File: src/rtl/video_timing_ctrl.sv
// Programmable raster sequencer: pixel counters, syncs and display enable for the DVI path,
// with double-buffered timing registers and a per-line prefetch request handshake.
module video_timing_ctrl #(
  parameter logic [11:0] H_ACTIVE     = 12'd640,
  parameter logic [11:0] H_SYNC_START = 12'd656,
  parameter logic [11:0] H_SYNC_END   = 12'd752,
  parameter logic [11:0] H_TOTAL      = 12'd800,
  parameter logic [11:0] V_ACTIVE     = 12'd480,
  parameter logic [11:0] V_SYNC_START = 12'd490,
  parameter logic [11:0] V_SYNC_END   = 12'd492,
  parameter logic [11:0] V_TOTAL      = 12'd525,
  parameter logic        HS_POL       = 1'b1,
  parameter logic        VS_POL       = 1'b1
) (
  input  logic        clk,
  input  logic        reset,
  input  logic        cfg_wr,
  input  logic [2:0]  cfg_addr,
  input  logic [11:0] cfg_wdata,
  input  logic        cfg_commit,
  output logic        commit_pending,
  output logic [11:0] x,
  output logic [11:0] y,
  output logic        de,
  output logic        hsync,
  output logic        vsync,
  output logic        frame_start,
  output logic        line_req,
  output logic [11:0] line_req_y,
  input  logic        line_ack,
  output logic        underrun
);

  localparam logic [0:0] ST_IDLE = 1'b0;
  localparam logic [0:0] ST_REQ  = 1'b1;

  function automatic logic [11:0] default_reg(input logic [2:0] idx);
    case (idx)
      3'd0:    return H_ACTIVE;
      3'd1:    return H_SYNC_START;
      3'd2:    return H_SYNC_END;
      3'd3:    return H_TOTAL;
      3'd4:    return V_ACTIVE;
      3'd5:    return V_SYNC_START;
      3'd6:    return V_SYNC_END;
      default: return V_TOTAL;
    endcase
  endfunction

  logic [11:0] shadow_regs [8];
  logic [11:0] active_regs [8];
  logic [11:0] hc, vc;
  logic [11:0] h_active, h_sync_start, h_sync_end, h_total;
  logic [11:0] v_active, v_sync_start, v_sync_end, v_total;
  logic [11:0] vc_plus1;
  logic        hc_last, vc_last, frame_end;
  logic [0:0]  state;

  assign h_active     = active_regs[0];
  assign h_sync_start = active_regs[1];
  assign h_sync_end   = active_regs[2];
  assign h_total      = active_regs[3];
  assign v_active     = active_regs[4];
  assign v_sync_start = active_regs[5];
  assign v_sync_end   = active_regs[6];
  assign v_total      = active_regs[7];

  // Compare with >= so a shrunken total cannot leave the counters running away.
  assign hc_last   = (hc >= h_total - 12'd1);
  assign vc_last   = (vc >= v_total - 12'd1);
  assign frame_end = hc_last && vc_last;
  assign vc_plus1  = vc + 12'd1;

  always_ff @(posedge clk) begin
    if (reset) begin
      for (int i = 0; i < 8; i++) begin
        shadow_regs[i] <= default_reg(3'(i));
        active_regs[i] <= default_reg(3'(i));
      end
    end else begin
      // The copy reads the old shadow, so a same-cycle write only takes effect at a later commit.
      if (frame_end && commit_pending) begin
        for (int i = 0; i < 8; i++) begin
          active_regs[i] <= shadow_regs[i];
        end
      end
      if (cfg_wr) begin
        shadow_regs[cfg_addr] <= cfg_wdata;
      end
    end
  end

  always_ff @(posedge clk) begin
    if (reset) begin
      commit_pending <= 1'b0;
    end else if (cfg_commit) begin
      commit_pending <= 1'b1;
    end else if (frame_end) begin
      commit_pending <= 1'b0;
    end
  end

  always_ff @(posedge clk) begin
    if (reset) begin
      hc <= '0;
      vc <= '0;
    end else if (hc_last) begin
      hc <= '0;
      vc <= vc_last ? 12'd0 : vc_plus1;
    end else begin
      hc <= hc + 12'd1;
    end
  end

  always_ff @(posedge clk) begin
    if (reset) begin
      x           <= '0;
      y           <= '0;
      de          <= 1'b0;
      hsync       <= ~HS_POL;
      vsync       <= ~VS_POL;
      frame_start <= 1'b0;
    end else begin
      x           <= hc;
      y           <= vc;
      de          <= (hc < h_active) && (vc < v_active);
      hsync       <= ((hc >= h_sync_start) && (hc < h_sync_end)) ? HS_POL : ~HS_POL;
      vsync       <= ((vc >= v_sync_start) && (vc < v_sync_end)) ? VS_POL : ~VS_POL;
      frame_start <= (hc == 12'd0) && (vc == 12'd0);
    end
  end

  // Prefetch the next visible line once the current one leaves the active area; the deadline is line end.
  always_ff @(posedge clk) begin
    if (reset) begin
      state      <= ST_IDLE;
      line_req_y <= '0;
      underrun   <= 1'b0;
    end else begin
      underrun <= 1'b0;
      case (state)
        ST_IDLE: begin
          if (hc == h_active) begin
            if (vc_plus1 < v_active) begin
              state      <= ST_REQ;
              line_req_y <= vc_plus1;
            end else if (vc == v_total - 12'd1) begin
              state      <= ST_REQ;
              line_req_y <= 12'd0;
            end
          end
        end
        ST_REQ: begin
          if (line_ack) begin
            state <= ST_IDLE;
          end else if (hc_last) begin
            state    <= ST_IDLE;
            underrun <= 1'b1;
          end
        end
      endcase
    end
  end

  assign line_req = (state == ST_REQ);

endmodule
File: config.mk
export PLATFORM = sky130hd
export DESIGN_NAME = video_timing_ctrl
export DESIGN_NICKNAME = d
export VERILOG_FILES = /design/src/rtl/video_timing_ctrl.sv
export SDC_FILE = /design/constraint.sdc
export NUM_CORES = 1
export LEC_CHECK = 0
export BUFFER_PORTS_ARGS = -buffer_cell sky130_fd_sc_hd__buf_2
export CAP_MARGIN = 20
export CORE_ASPECT_RATIO = 1.25
export CORE_UTILIZATION = 25
export DETAILED_ROUTE_END_ITERATION = 10
export MAX_ROUTING_LAYER = met4
export PLACE_DENSITY = 0.51
export SETUP_SLACK_MARGIN = 0.15
export SLEW_MARGIN = 0
export SYNTH_ARGS = -nofsm -noshare
export SYNTH_HDL_FRONTEND = slang
export SYNTH_SLANG_ARGS = --single-unit
File: constraint.sdc
create_clock -name clk -period 14.7 [get_ports clk]
set_clock_uncertainty 0.2 [all_clocks]
set_input_delay 0.735 -clock clk [delete_from_list [all_inputs] [get_ports clk]]
set_output_delay 0.735 -clock clk [all_outputs]
set_load 0.05 [all_outputs]
==> results.cfg, run 1 <==
[outcome]
status = completed

[synthesis]
ys_async_sr_fraction_pct = 0
ys.flop_type = edfxtp_1
yosysWarnings = 0
synthCells = 1050
syn_avg_cell_area_um2 = 12.01
yosysSeqAreaShare_pct = 56.38
ys_seq_elements = 259
synth_top_cell_by_area = edfxtp_1
yosys.cell_types.count = 53
netlist_area_um2 = 12610
synth_fp_nets = 1180
yosys-top-cells-area = edfxtp_1, ha_1, dfxtp_1
synth_top_area_share_pct = 45.74
synth-edff-count = 192

[timing]
rsz0062_at_grt = no
slew_headroom_pct = 30.20
worst_slew_pin_slew_ps = 1047
fmax_mhz = 218.9
final_hold_viol_count = 0
fin_setup_tns_ps = 0
post-route-period-util_pct = 31.08
setup_ws_ps = 10130
setup_viol = 0
finalMaxSlewViolations = 0
finalCriticalPeriod_ps = 4569

[power_and_ir_drop]
swShare_pct = 21.72
p_int_mw = 1.212
irDropWorstVdd_uv = 77.79
p_leak_nw = 6.003
switching_power_mw = 0.3364
power_frac_comb_pct = 4.9
p_per_area_nw_per_um2 = 106.9
power_frac_seq_pct = 53.3
pwr-share-clk_pct = 41.7

[flow_run]
maxCapViolations = 0

[clock_network]
cts_setup_buffers = 0
ctsHtreeMaxLevel = 1
clock_latency_ps = 540
cts_buffers = 26
cts_max_path_buffers = 3
clock-sinks = 259
cts_root_buf = clkbuf_16
cts_tree = built
ctsResizeCount = 0
hold_buffers = 0
clk_pin_slew_ps = 60

[layout]
drive_above_1_share_pct = 16.84
final_util_pct = 29.25
area_growth_pct = 14.93
layout_commonest_cell = edfxtp_1
multi_input_area_um2 = 4931
final_cell_area_um2 = 14490
fillers = 5054
seqCellArea_um2 = 7107
layout.nets = 1250
final_cell_mix = edfxtp_1, ha_1, inv_1

[grt]
grt_first_pass_wirelength_um = 44670
grt_pass1_vias = 7622
grt-ovfl-total = 0
grt.total_usage_pct = 11.85
grt_max_degree = 83
grt_antenna_before_repair = 9

[setup_path]
critPathRequiredTime_ps = 14650
endpoint_kind = flop
cp.arrival_ps = 4520
crit_fanout = 82
critical_path_class = flop to flop
critPathLaunchType = flop

[route]
wl_um = 29280
via_count = 7589
viasPerCell = 4.216
ant_nets = 0
dr.pass1.iters = 4
drc = 0
first_iter_violations = 282
wl_per_cell_um = 16.27

[die]
die_x_um = 202.8
rows = 91
core_um2 = 49530
design.portCount = 63
die_h_um = 253.1
die-area_um2 = 51330
start_util_pct = 25.45

[worst_hold_path]
hold_path_class = input pin to flop

[place]
place_hpwl_um = 20510
dp_slack_ps = 10100
numPortBuffers = 62
gp_congestion = 0.7715
dpl_cell_area_um2 = 13630
[routing by layer]
layer	vias up	wire (um)	global-route usage, %
li1	3839	-	-
met1	3572	12670	13.52
met2	134	14400	20.60
met3	44	1423	2.214
met4	0	792	4.296
met5	-	0	-
[synth_stat cells (18+ instances only)]
cell type  count
edfxtp_1     192
ha_1         110
inv_1        104
dfxtp_1       67
and2_1        65
nor2_1        50
and2_4        49
nand2b_1      36
nor2b_1       35
or3_1         32
nand2_1       28
clkbuf_1      22
xnor2_1       22
a21oi_1       20
or2_2         20
a21o_1        18
o21ai_0       18
[cell families (layout without fill, tap and decap cells)]
family / Yosys count / after routing / synth area share, %
flip-flops: 259 / 259 / 56.38
XOR/XNOR: 39 / 39 / 2.710
buffers and inverters: 136 / 226 / 4.645
AND/OR/NAND/NOR: 393 / 393 / 18.97
other: 0 / 9 / 0
adder cells (fa/ha/maj): 110 / 110 / 10.92
AO/OA/AOI/OAI: 113 / 113 / 6.382
[worst paths after layout]
| check | start | end | slack (ps) | cells after the start |
|---|---|---|---|---|
| min | line_ack | underrun$_SDFF_PP0_ | 200 | 2 |
| max | active_regs[1][40]$_SDFFCE_PP0P_ | active_regs[0][13]$_SDFFCE_PN0P_ | 10130 | 12 |
| min reg2reg | line_req_y[9]$_SDFFE_PP0P_ | line_req_y[9]$_SDFFE_PP0P_ | 270 | 2 |
| max reg2reg | active_regs[1][40]$_SDFFCE_PP0P_ | active_regs[0][13]$_SDFFCE_PN0P_ | 10130 | 12 |
[cell type report]
| type | count | area share [%] |
|---|---|---|
| Sequential cell | 259 | 49.05 |
| Multi-Input combinational cell | 655 | 34.04 |
| Tap cell | 651 | 5.622 |
| Clock buffer | 36 | 4.897 |
| Timing Repair Buffer | 74 | 2.764 |
| Inverter | 104 | 2.695 |
| Clock inverter | 12 | 0.7773 |
| Antenna cell | 9 | 0.1555 |
[stage by stage]
stage	total power, mW	hold WS [ps]	cells
2_1_floorplan	0.8892	237.2	1050
3_3_place_gp	0.9182	262.1	1741
3_5_place_dp	0.9211	268.7	1741
4_1_cts	1.571	158.6	1789
5_1_grt	1.604	181.9	1800
6_report	1.549	195.7	1800
[power by group through the flow]
stage / sequential (mW) / clock [mW] / combinational, mW
3_5_place_dp: 0.842 / 0 / 0.0788
3_3_place_gp: 0.841 / 0 / 0.0769
2_1_floorplan: 0.844 / 0 / 0.0454
6_report: 0.826 / 0.646 / 0.0767
5_1_grt: 0.829 / 0.688 / 0.0867
4_1_cts: 0.827 / 0.666 / 0.0792
[registers in the layout (all words and copies together) (netlist names), 12 cells and up]
register and cells:
shadow_regs 96, vc 12, active_regs 96, hc 12, y 12, x 12, line_req_y 12
[worst max-delay path: stages (launching register included)]
cell and delay, ps:
edfxtp_1 410, nor4_1 360, nand2_1 160, nor4_1 260
xnor2_1 130, ha_1 320, nand4_1 170, nor4_1 350
or3_1 160, a211o_1 210, nand2_1 120, o21bai_4 390
buf_4 860
No activity file was read; power rests on OpenSTA's default activity.
==> inputs of run 2 (changes only) <==
--- a/config.mk
+++ b/config.mk
@@ -11,7 +11,7 @@
 export CORE_UTILIZATION = 25
 export DETAILED_ROUTE_END_ITERATION = 10
 export MAX_ROUTING_LAYER = met4
-export PLACE_DENSITY = 0.51
+export PLACE_DENSITY = 0.53
 export SETUP_SLACK_MARGIN = 0.15
 export SLEW_MARGIN = 0
 export SYNTH_ARGS = -nofsm -noshare
==> constraint.sdc (replaced) <==
create_clock -name clk -period 4.2 [get_ports clk]
set_clock_uncertainty 0.2 [all_clocks]
set_input_delay 0.21 -clock clk [delete_from_list [all_inputs] [get_ports clk]]
set_output_delay 0.21 -clock clk [all_outputs]
set_load 0.05 [all_outputs]
==> run 2 against run 1 <==
Sequential power rose to 3.5 times the previous value. Clock power rose to 3.3 times the previous value. First-iteration DRC count shrank 14%. Utilization grew 0.58 points. Critical path depth unchanged. Combinational power rose to 3.7 times the previous value. Clock-buffer cell count fell by 6. Sequential cell count did not move. Worst setup slack worse by 9700 ps. Die area did not move. Largest power group unchanged. Highest routed layer unchanged.
==> results.cfg, run 2 (synthesized netlist as in run 1, its figures left out) <==
[setup_path]
cp_cell_sequence = nor4_2 -> nand2_1 -> nor4_1 -> xnor2_1 -> ha_1 -> a211oi_2 -> nor2_1 -> or3_1 -> a211o_1 -> and4bb_2 -> buf_4 -> and2_4
reg2reg_to = active_regs[1][0]$_SDFFCE_PN0P_
reg2regPathDepth = 12
slowest_delay_ps = 420
r2r-start = active_regs[1][41]$_SDFFCE_PP0P_
critPathRequiredTime_ps = 4280
cp_num_cells = 12
crit_path_start = active_regs[1][41]$_SDFFCE_PP0P_
endpoint_kind = flop
cp.arrival_ps = 3810
critPathLaunchType = flop
crit_family = simple AND/OR/NAND/NOR gates
critical_path_class = flop to flop
cpMaxStageDelayCell = edfxtp_1
endpoint = active_regs[1][0]$_SDFFCE_PN0P_
reg2reg_slack_ps = 470
crit_fanout = 19
critPathBufInv = 1

[power_and_ir_drop]
p_total_mw = 5.283
irDropWorstVdd_uv = 248.0
p_leak_nw = 6.158
p_per_area_nw_per_um2 = 357.6

[timing]
worst_slew_pin_slew_ps = 919.7
post-route-period-util_pct = 88.88
slew_headroom_pct = 38.69
fin_setup_tns_ps = 0
setup_viol = 0
fmax_mhz = 267.9
rsz0062_at_grt = no
final_hold_viol_count = 0
finalMaxSlewViolations = 0
finalCriticalPeriod_ps = 3733

[layout]
area_growth_pct = 17.22
final_cell_area_um2 = 14780
top_regs = active_regs x96, shadow_regs x96
layout.nets = 1279
final_cell_mix = edfxtp_1, ha_1, inv_1
final_util_pct = 29.83
layout_commonest_cell = edfxtp_1
drive_above_1_share_pct = 18.59

[grt]
grt_max_degree = 87
grt_antenna_before_repair = 8
grt_pass1_vias = 7532
grt.total_usage_pct = 11.39
grt-ovfl-total = 0
grt_first_pass_wirelength_um = 43570

[route]
wl_um = 28150
via_count = 7583
first_iter_violations = 242
wl_per_cell_um = 15.42
drc = 0
dr.pass1.iters = 4
viasPerCell = 4.153
ant_nets = 0

[die]
start_util_pct = 25.45
core_um2 = 49530
die_x_um = 202.8
rows = 91
design.portCount = 63
die_h_um = 253.1
die-area_um2 = 51330

[clock_network]
cts_setup_buffers = 0
cts_root_buf = clkbuf_16
clock_latency_ps = 530
cts_buffers = 24
cts_tree = built
clock-sinks = 259
ctsHtreeMaxLevel = 1
clk_pin_slew_ps = 60
cts_max_path_buffers = 3

[outcome]
status = completed

[worst_hold_path]
hold_path_class = input pin to flop
min-delay-start = cfg_wdata[5]

[place]
dpl_cell_area_um2 = 13830
numPortBuffers = 62
gp_congestion = 0.7999
place_hpwl_um = 20470

[flow_run]
maxCapViolations = 0
-- run 2: cell count changes in the layout (fill, tap and decap cells not counted), moves of 3 or more --
cell,delta
buf_4,+14
clkbuf_1,-7
dlygate4sd3_1,+15
buf_12,+3
clkinv_2,+3
-- run 2: worst min path at each step --
stage	end	slack (ps)	cells past startpoint
floorplan	underrun$_SDFF_PP0_	90	1
global placement	underrun$_SDFF_PP0_	210	2
detailed placement	underrun$_SDFF_PP0_	200	2
CTS	shadow_regs[7][4]$_SDFFCE_PN0P_	2	2
global route	shadow_regs[4][8]$_SDFFCE_PN1P_	0.4	2
finish	shadow_regs[4][5]$_SDFFCE_PN1P_	20	2
-- run 2: area by class of cell --
| class | count | area (um^2) |
|---|---|---|
| Multi-Input combinational cell | 655 | 4975 |
| Fill cell | 5007 | 34750 |
| Inverter | 104 | 390.4 |
| Clock inverter | 14 | 76.32 |
| Sequential cell | 259 | 7107 |
| Clock buffer | 30 | 685.7 |
| Antenna cell | 8 | 20.02 |
| Timing Repair Buffer | 105 | 708.2 |
| Tap cell | 651 | 814.5 |
-- run 2: what timing repair did --
item | in CTS | in global routing
hold buffers | 14 | 1
setup endpoints to repair | 0 | 5
resized for setup | 0 | 2
endpoints found under the hold margin | 52 | 2
-- run 2: routing by layer --
layer  part of all wire [%]  GRT usage, %
met1                     45         13.65
met2                     48         19.09
met3                    4.9         2.329
met4                    2.2         3.588
met5                      0             -
-- run 2: report_power, final --
part,internal (mW),leakage [nW],switching [mW],total (mW)
Clock,1.16,0.382,0.946,2.11
Sequential,2.85,2.32,0.0414,2.89
Combinational,0.102,3.45,0.181,0.283
-- run 2: stage by stage --
stage | setup WS [ps] | hold slack [ps] | instances
after floorplan | -200.0 | 89.33 | 1050
after global placement | 406.4 | 206.1 | 1759
after detailed placement | 414.2 | 195.7 | 1759
after CTS | 395.0 | 1.626 | 1817
after global routing | 230.0 | 0.3701 | 1826
final | 467.0 | 22.05 | 1826
